### config.mk
export PLATFORM = sky130hd
export DESIGN_NAME = hotkey_ctrl
export DESIGN_NICKNAME = d
export VERILOG_FILES = /design/src/rtl/zx_keys_pkg.sv /design/src/rtl/hotkey_decode.sv /design/src/rtl/hotkey_ctrl.sv
export SDC_FILE = /design/constraint.sdc
export NUM_CORES = 1
export LEC_CHECK = 0
export BUFFER_PORTS_ARGS = -buffer_cell sky130_fd_sc_hd__buf_2
export CAP_MARGIN = 40
export CORE_MARGIN = 2
export CORE_UTILIZATION = 30
export CTS_BUF_LIST = sky130_fd_sc_hd__clkbuf_8
export CTS_CLUSTER_SIZE = 40
export DETAILED_ROUTE_END_ITERATION = 10
export PLACE_DENSITY_LB_ADDON = 0.2
export SETUP_SLACK_MARGIN = 0.3
export SYNTH_ARGS = -nofsm -noshare
export SYNTH_HDL_FRONTEND = slang
export SYNTH_SLANG_ARGS = --single-unit
### constraint.sdc
create_clock -name clock -period 1.7 [get_ports clock]
set_input_delay 0 -clock clock [delete_from_list [all_inputs] [get_ports clock]]
set_output_delay 0 -clock clock [all_outputs]
set_load 0.05 [all_outputs]
### src/rtl/zx_keys_pkg.sv
// Shared PS/2 set-2 hotkey definitions: scan codes, key-state bit positions,
// reset FSM encoding and the combo decode used by the hotkey controller.
package zx_keys_pkg;

  localparam logic [7:0] SC_F5     = 8'h03;
  localparam logic [7:0] SC_F11    = 8'h78;
  localparam logic [7:0] SC_F12    = 8'h07;
  localparam logic [7:0] SC_BS     = 8'h66;
  localparam logic [7:0] SC_DEL    = 8'h71;
  localparam logic [7:0] SC_ALT    = 8'h11;
  localparam logic [7:0] SC_CTRL   = 8'h14;
  localparam logic [7:0] SC_SCRLCK = 8'h7E;

  localparam int K_F5     = 0;
  localparam int K_F11    = 1;
  localparam int K_F12    = 2;
  localparam int K_BS     = 3;
  localparam int K_DEL    = 4;
  localparam int K_ALT    = 5;
  localparam int K_CTRL   = 6;
  localparam int K_SCRLCK = 7;
  localparam int NKEYS    = 8;

  typedef enum logic [1:0] {
    RST_IDLE  = 2'd0,
    RST_PULSE = 2'd1,
    RST_HELD  = 2'd2
  } rst_state_t;

  // One-hot key-state position for a scan code; zero for codes we ignore.
  function automatic logic [NKEYS-1:0] key_mask(input logic [7:0] code);
    logic [NKEYS-1:0] m;
    m = '0;
    case (code)
      SC_F5:     m[K_F5]     = 1'b1;
      SC_F11:    m[K_F11]    = 1'b1;
      SC_F12:    m[K_F12]    = 1'b1;
      SC_BS:     m[K_BS]     = 1'b1;
      SC_DEL:    m[K_DEL]    = 1'b1;
      SC_ALT:    m[K_ALT]    = 1'b1;
      SC_CTRL:   m[K_CTRL]   = 1'b1;
      SC_SCRLCK: m[K_SCRLCK] = 1'b1;
      default:   m = '0;
    endcase
    return m;
  endfunction

  function automatic logic rst_combo(input logic [NKEYS-1:0] keys);
    return keys[K_F12] | (keys[K_CTRL] & keys[K_ALT] & keys[K_DEL]);
  endfunction

  function automatic logic boot_combo(input logic [NKEYS-1:0] keys);
    return keys[K_F11] | (keys[K_CTRL] & keys[K_ALT] & keys[K_BS]);
  endfunction

endpackage

### src/rtl/hotkey_decode.sv
// Scan-code to key-state register: each recognised code's bit follows the
// make/break flag of its strobe; all other codes leave the state untouched.
module hotkey_decode
  import zx_keys_pkg::*;
(
  input  logic       clock,
  input  logic       reset,
  input  logic       ce,
  input  logic       kstb,
  input  logic       make,
  input  logic [7:0] code,
  output logic [7:0] keys
);

  logic [NKEYS-1:0] mask;

  assign mask = key_mask(code);

  always_ff @(posedge clock or posedge reset) begin
    if (reset) begin
      keys <= '0;
    end else if (ce && kstb) begin
      keys <= (keys & ~mask) | (mask & {NKEYS{make}});
    end
  end

endmodule

### src/rtl/hotkey_ctrl.sv
// Keyboard hotkey controller: reset-request FSM with a guaranteed minimum
// pulse, long-hold multiboot request, F5 NMI and scroll-lock video toggle.
module hotkey_ctrl
  import zx_keys_pkg::*;
#(
  parameter int PULSE = 16,
  parameter int HOLD  = 7000000
) (
  input  logic       clock,
  input  logic       reset,
  input  logic       ce,
  input  logic       kstb,
  input  logic       make,
  input  logic [7:0] code,
  input  logic       biosValid,
  input  logic       biosVga,
  output logic       rstReq,
  output logic       bootReq,
  output logic       nmiReq,
  output logic       vga,
  output logic [7:0] keys
);

  localparam int PW = (PULSE > 1) ? $clog2(PULSE) : 1;
  localparam int BW = (HOLD > 1) ? $clog2(HOLD) : 1;
  localparam logic [PW-1:0] PULSE_LAST = PW'(PULSE - 1);
  localparam logic [BW-1:0] HOLD_LAST  = BW'(HOLD - 1);

  rst_state_t    state;
  logic [PW-1:0] pulse_cnt;
  logic [BW-1:0] hold_cnt;
  logic          rst_hit;
  logic          boot_hit;
  logic          scrl_press;

  hotkey_decode u_decode (
    .clock (clock),
    .reset (reset),
    .ce    (ce),
    .kstb  (kstb),
    .make  (make),
    .code  (code),
    .keys  (keys)
  );

  assign rst_hit  = rst_combo(keys);
  assign boot_hit = boot_combo(keys);

  // A fresh press only: typematic repeats arrive while the key is already held.
  assign scrl_press = kstb && make && (code == SC_SCRLCK) && !keys[K_SCRLCK];

  always_ff @(posedge clock or posedge reset) begin
    if (reset) begin
      state     <= RST_IDLE;
      pulse_cnt <= '0;
      rstReq    <= 1'b0;
    end else if (ce) begin
      case (state)
        RST_IDLE: begin
          if (rst_hit) begin
            state     <= RST_PULSE;
            pulse_cnt <= '0;
            rstReq    <= 1'b1;
          end
        end
        RST_PULSE: begin
          // The combo is ignored until the minimum width has elapsed.
          if (pulse_cnt == PULSE_LAST) begin
            if (rst_hit) begin
              state  <= RST_HELD;
              rstReq <= 1'b1;
            end else begin
              state  <= RST_IDLE;
              rstReq <= 1'b0;
            end
          end else begin
            pulse_cnt <= pulse_cnt + 1'b1;
          end
        end
        RST_HELD: begin
          if (!rst_hit) begin
            state  <= RST_IDLE;
            rstReq <= 1'b0;
          end
        end
        default: begin
          state  <= RST_IDLE;
          rstReq <= 1'b0;
        end
      endcase
    end
  end

  // Hold counter parks at its last value so a long hold never wraps.
  always_ff @(posedge clock or posedge reset) begin
    if (reset) begin
      hold_cnt <= '0;
      bootReq  <= 1'b0;
    end else if (ce) begin
      if (!boot_hit) begin
        hold_cnt <= '0;
      end else if (hold_cnt == HOLD_LAST) begin
        bootReq <= 1'b1;
      end else begin
        hold_cnt <= hold_cnt + 1'b1;
      end
    end
  end

  always_ff @(posedge clock or posedge reset) begin
    if (reset) begin
      nmiReq <= 1'b0;
      vga    <= 1'b0;
    end else if (ce) begin
      nmiReq <= keys[K_F5];
      if (biosValid) begin
        vga <= biosVga;
      end else if (scrl_press) begin
        vga <= ~vga;
      end
    end
  end

endmodule

==> metrics.txt, run 1 <==
#FFs+latches synth 41; Final setup viols 0; total CTS buffers 5; final critical-path share of the clock period 96.91%; count of cells along the worst hold path 3; GRT Util Overall 15.86%; critical path capture point type flop; # IOs 27; CP required 1.88 ns; CTS H-tree depth 2; first-pass detailed-route iteration total 4; leakage power 0.001490 µW; Max Slew Vio Count 0; syn_area_per_cell 9.460 µm²; First DRT Iteration DRCs 93; Most used DFF post-synth dfrtp_1; via count 2316; Residual DRC 0; Setup WS pre-CTS 0.001912 ns; EDFF count, synth 0; syn_nets 272; max-cap viol count 0; worst setup margin 0.05258 ns; CP Launch Type flop; vias in the first global route 2304; Synth area leaders dfrtp_1 43%, mux2_2 4.7%, nand2_1 4.4%, o21ai_0 4.1%, nand3_1 2.5%; reg2reg path depth 4; sink count of the clock tree 41; Min Hold Slack 0.02325 ns; count of cell types in the netlist 57; fmax 607.0 MHz; post-synth design cell area 2412 µm²; DP HPWL 4.504 mm; routed length per instance 15.35 µm; outcome finished, final reports clean; area share of the largest cell type after synthesis 42.53%; most frequent cells in the layout 48 x buf_4, 35 x dfrtp_1, 26 x nand2_1, 26 x buf_2, 11 x nor3_1; layout cells sized above 1 44.88%; clock latency on the worst-skew pair 0.29 ns; initial antenna violation count 0; CP max FO 4; ant diodes 0; Synth Instances 255; post-layout min period 1.647 ns; PortBufs 26; Final Hold Viols 0; Yosys Warn Count 0; largest net degree at the start of global routing 21; antenna-violating nets left 0; Starting Density 31.06%; Worst Max-Slew Pin Slew 0.4214 ns; Slew Limit Headroom 71.73%; Layout area overhead 41.65%; Peak VDD IR 0.4284 mV; CTS tree done; Die ar. 8774 µm²; nets 349; total core area 7767 µm²; RSZ-0062 raised after global routing true; DRT Wirelength 6.661 mm; total power 2294 µW; Placer Congestion 0.8243; Site Rows 32; post-synth top area cell dfrtp_1; CTS root buffer clkbuf_8; ys async rst share 100.0%; sequential-to-total area share from yosys stat 42.53%; via/cell ratio 5.336; die height 93.67 µm; setup_tns 0 ns; Clock Path Buffers 2; first-pass GRT wire length 11.12 mm; min-delay worst type in -> reg; clk slew on worst S/H paths 0.08 ns; worst setup path class reg -> reg; PwrDens 671.4 nW/µm²; most common cell after layout, fill and taps aside buf_4; gr ovfl total 0; die width 93.67 µm; clk_skew 0.005289 ns; WP data arrival 1.83 ns; final core utilization 43.99%
## stage by stage
stage | instances | area, µm²
final | 434 | 3417
after detailed placement | 399 | 2859
after global placement | 399 | 2859
after CTS | 430 | 3273
after floorplan | 255 | 2476
after global routing | 434 | 3417
## per-layer routing
layer | routed length, µm | part of all wire (%) | up-vias | track usage (%)
li1 | - | - | 1134 | -
met1 | 3081 | 46 | 1117 | 20.87
met2 | 3290 | 49 | 54 | 27.16
met3 | 231 | 3.5 | 11 | 2.889
met4 | 57 | 0.86 | 0 | 3.623
met5 | 0 | 0 | - | 0
## cell type report
class | count | area [µm²]
Clock inverter | 2 | 35.03
Clock buffer | 5 | 68.82
Fill cell | 759 | 4350
Multi-Input combinational cell | 196 | 1550
Timing Repair Buffer | 82 | 579.3
Inverter | 6 | 22.52
Tap cell | 102 | 127.6
Sequential cell | 41 | 1033
## cells in the mapped netlist, types with 3 or more instances
master     n
o211ai_1   5
nand4_1    8
nor3_1    11
nand3_1   12
buf_2      5
and4_1     4
a41oi_1    3
mux2_2    10
dfrtp_1   41
inv_1      6
o21ai_0   20
o311ai_0   3
and3_1     7
nand2_1   28
nor4_1     5
nand2b_1   5
and2_1     4
a21oi_1    4
nand3b_1   5
o21bai_1   3
or3_1      3
o31ai_1    4
a31o_2     3
clkbuf_1   4
nor2_1     9
or4_1      5
## what timing repair did
action | 4_1_cts | 5_1_grt
endpoints found under the setup margin | 24 | 30
hold buffers | 1 | 0
pin swaps | 13 | 18
hold endpoints to repair | 21 | 0
resized for setup | 33 | 30
setup buffers | 23 | 4
## power breakdown
part	internal [µW]	switching, µW	total (µW)
sequential	1040	78.3	1120
combinational	188	221	409
clock	427	342	769
## worst max-delay path: stages (launching register included)
cell,delay [ns]
dfrtp_1,0.40
nor4bb_2,0.34
nand4_1,0.25
or2_4,0.32
a32o_1,0.22
## cell families (layout without fill, tap and decap cells)
kind of cell	Yosys count	in the layout	synth area share, %
AND/OR/NAND/NOR	120	120	29.36
AO/OA/AOI/OAI	62	62	18.00
flip-flops	41	41	42.53
buffers and inverters	18	95	3.682
multiplexers	10	10	4.668
adder cells (fa/ha/maj)	2	2	1.037
XOR/XNOR	2	2	0.7263
## worst paths after layout
check / endpoint / from / slack (ns)
worst max register to register: hold_cnt[1] / hold_cnt[20] / 0.05
max in group asynchronous: hold_cnt[16] / reset / 0.94
worst max-delay path: hold_cnt[1] / hold_cnt[20] / 0.05
worst min-delay path: vga / biosVga / 0.02
worst min register to register: bootReq / bootReq / 0.48
min in group asynchronous: pulse_cnt[2] / reset / 0.18
Note: power is estimated with default switching activity, not from simulation.
==> run 2: changes to the inputs <==
BUFFER_PORTS_ARGS = not set   (was -buffer_cell sky130_fd_sc_hd__buf_2)
DONT_BUFFER_PORTS = 1   (was not set)
==> metrics.txt, run 2 (synthesis gave the netlist of run 1 again) <==
DP HPWL 4.248 mm; via count 2334; PortBufs 0; Pint 1509 µW; Clock Path Buffers 2; Clock power frac 29.1%; ant diodes 0; total core area 7767 µm²; Multi-input gate area 1529 µm²; leakage power 0.001435 µW; Psw 634.3 µW; outcome complete, but fails checks; clock latency on the worst-skew pair 0.30 ns; Final Hold Viols 1; fmax 612.9 MHz; CTS tree done; most frequent cells in the layout 55 x buf_4, 34 x dfrtp_1, 26 x nand2_1; WP data arrival 1.82 ns; via/cell ratio 5.492; total CTS buffers 5; Seq pwr share 52.5%; Starting Density 31.06%; Slew Limit Headroom 53.89%; post-layout min period 1.631 ns; largest net degree at the start of global routing 42; clk_skew 0.006576 ns; gr ovfl total 0; initial antenna violation count 0; min-delay worst type in -> reg; vias in the first global route 2374; CP required 1.89 ns; Register Area 1035 µm²; CP Launch Type flop; most common cell after layout, fill and taps aside buf_4; worst setup path class reg -> reg; GRT Util Overall 15.81%; final critical-path share of the clock period 95.97%; Cell Area, Placed 2756 µm²; switching share of power 29.59%; final core utilization 43.75%; CP max FO 6; design area 3398 µm²; Layout area overhead 40.87%; clk slew on worst S/H paths 0.08 ns; Worst Max-Slew Pin Slew 0.6917 ns; critical path capture point type flop; Residual DRC 0; PwrDens 630.7 nW/µm²; Min Hold Slack -0.01173 ns; Max Slew Vio Count 0; sink count of the clock tree 41; first-pass detailed-route iteration total 4; Final setup viols 0; layout cells sized above 1 38.70%; setup_tns 0 ns; die height 93.67 µm; Comb power frac 18.4%; failing checks hold timing; DRT Wirelength 6.817 mm; WL met2 3.341 mm; max-cap viol count 0; met3 wire len 359 µm; antenna-violating nets left 0; total power 2143 µW; met1 WL 3.010 mm; Site Rows 32; routed length per instance 16.04 µm; CTS root buffer clkbuf_8; die width 93.67 µm; uppermost layer routed met4; Placer Congestion 0.8073; first-pass GRT wire length 11.01 mm; nets 339; Filler Cell Count 779; Peak VDD IR 0.3897 mV; RSZ-0062 raised after global routing true; First DRT Iteration DRCs 113; CTS H-tree depth 2; # IOs 27; Die ar. 8774 µm²
run 2: cell count changes in the layout (fill, tap and decap cells not counted), moves of 2 or more:
| cell | before | now |
|---|---|---|
| buf_2 | 26 | 0 |
| buf_4 | 48 | 55 |
| dlygate4sd3_1 | 1 | 8 |
| inv_1 | 5 | 8 |
| and2_1 | 1 | 3 |
| and2_4 | 3 | 1 |
| o311ai_1 | 3 | 1 |
| o311ai_2 | 0 | 2 |
run 2: path summary, 6_finish.rpt:
path	startpoint	endpoint	slack (ns)	depth (start not counted)
max	hold_cnt[1]	hold_cnt[1]	0.07	5
min	ce	pulse_cnt[0]	-0.01	3
max reg2reg	hold_cnt[1]	hold_cnt[1]	0.07	5
min reg2reg	hold_cnt[20]	hold_cnt[20]	0.52	1
max in group asynchronous	reset	hold_cnt[14]	1.30	3
min in group asynchronous	reset	state[1]	0.18	3
run 2: routing by layer:
| layer | global-route usage, % | vias up |
|---|---|---|
| met1 | 19.90 | 1136 |
| met5 | 0 | - |
| met2 | 27.28 | 63 |
| met4 | 4.589 | 0 |
| li1 | - | 1125 |
| met3 | 3.451 | 10 |
run 2: repair_timing:
item	in CTS	in global routing
hold endpoints to repair	63	1
hold buffers	9	1
gates resized for setup	17	41
endpoints found under the setup margin	24	30
pin swaps	11	15
setup buffers	13	20
run 2: power groups by stage:
stage / clock network, µW / registers (µW) / logic, µW
2_1_floorplan: 0 / 1150 / 191
3_3_place_gp: 0 / 1140 / 257
3_5_place_dp: 0 / 1140 / 260
4_1_cts: 639 / 1120 / 358
5_1_grt: 672 / 1130 / 433
6_report: 625 / 1130 / 394
run 2: stage by stage:
stage               cells  setup slack, ns
finish                425          0.06851
global route          425         0.004573
CTS                   405           0.1114
detailed placement    375         -0.07085
global placement      375         -0.02818
floorplan             255          0.08232
run 2: critical path, cell delays in order (launching register included):
cell	delay [ns]
dfrtp_1	0.36
ha_2	0.18
and4_4	0.26
nand3b_1	0.20
or2_4	0.31
a32o_1	0.22
run 2: layout make-up:
cell class	instances	area share, %
clock buffer	5	2.025
clock inverter	3	0.3314
inverter	6	0.6627
multi-input combinational	196	44.99
sequential	41	30.45
tap	102	3.756
timing repair buffer	72	17.78
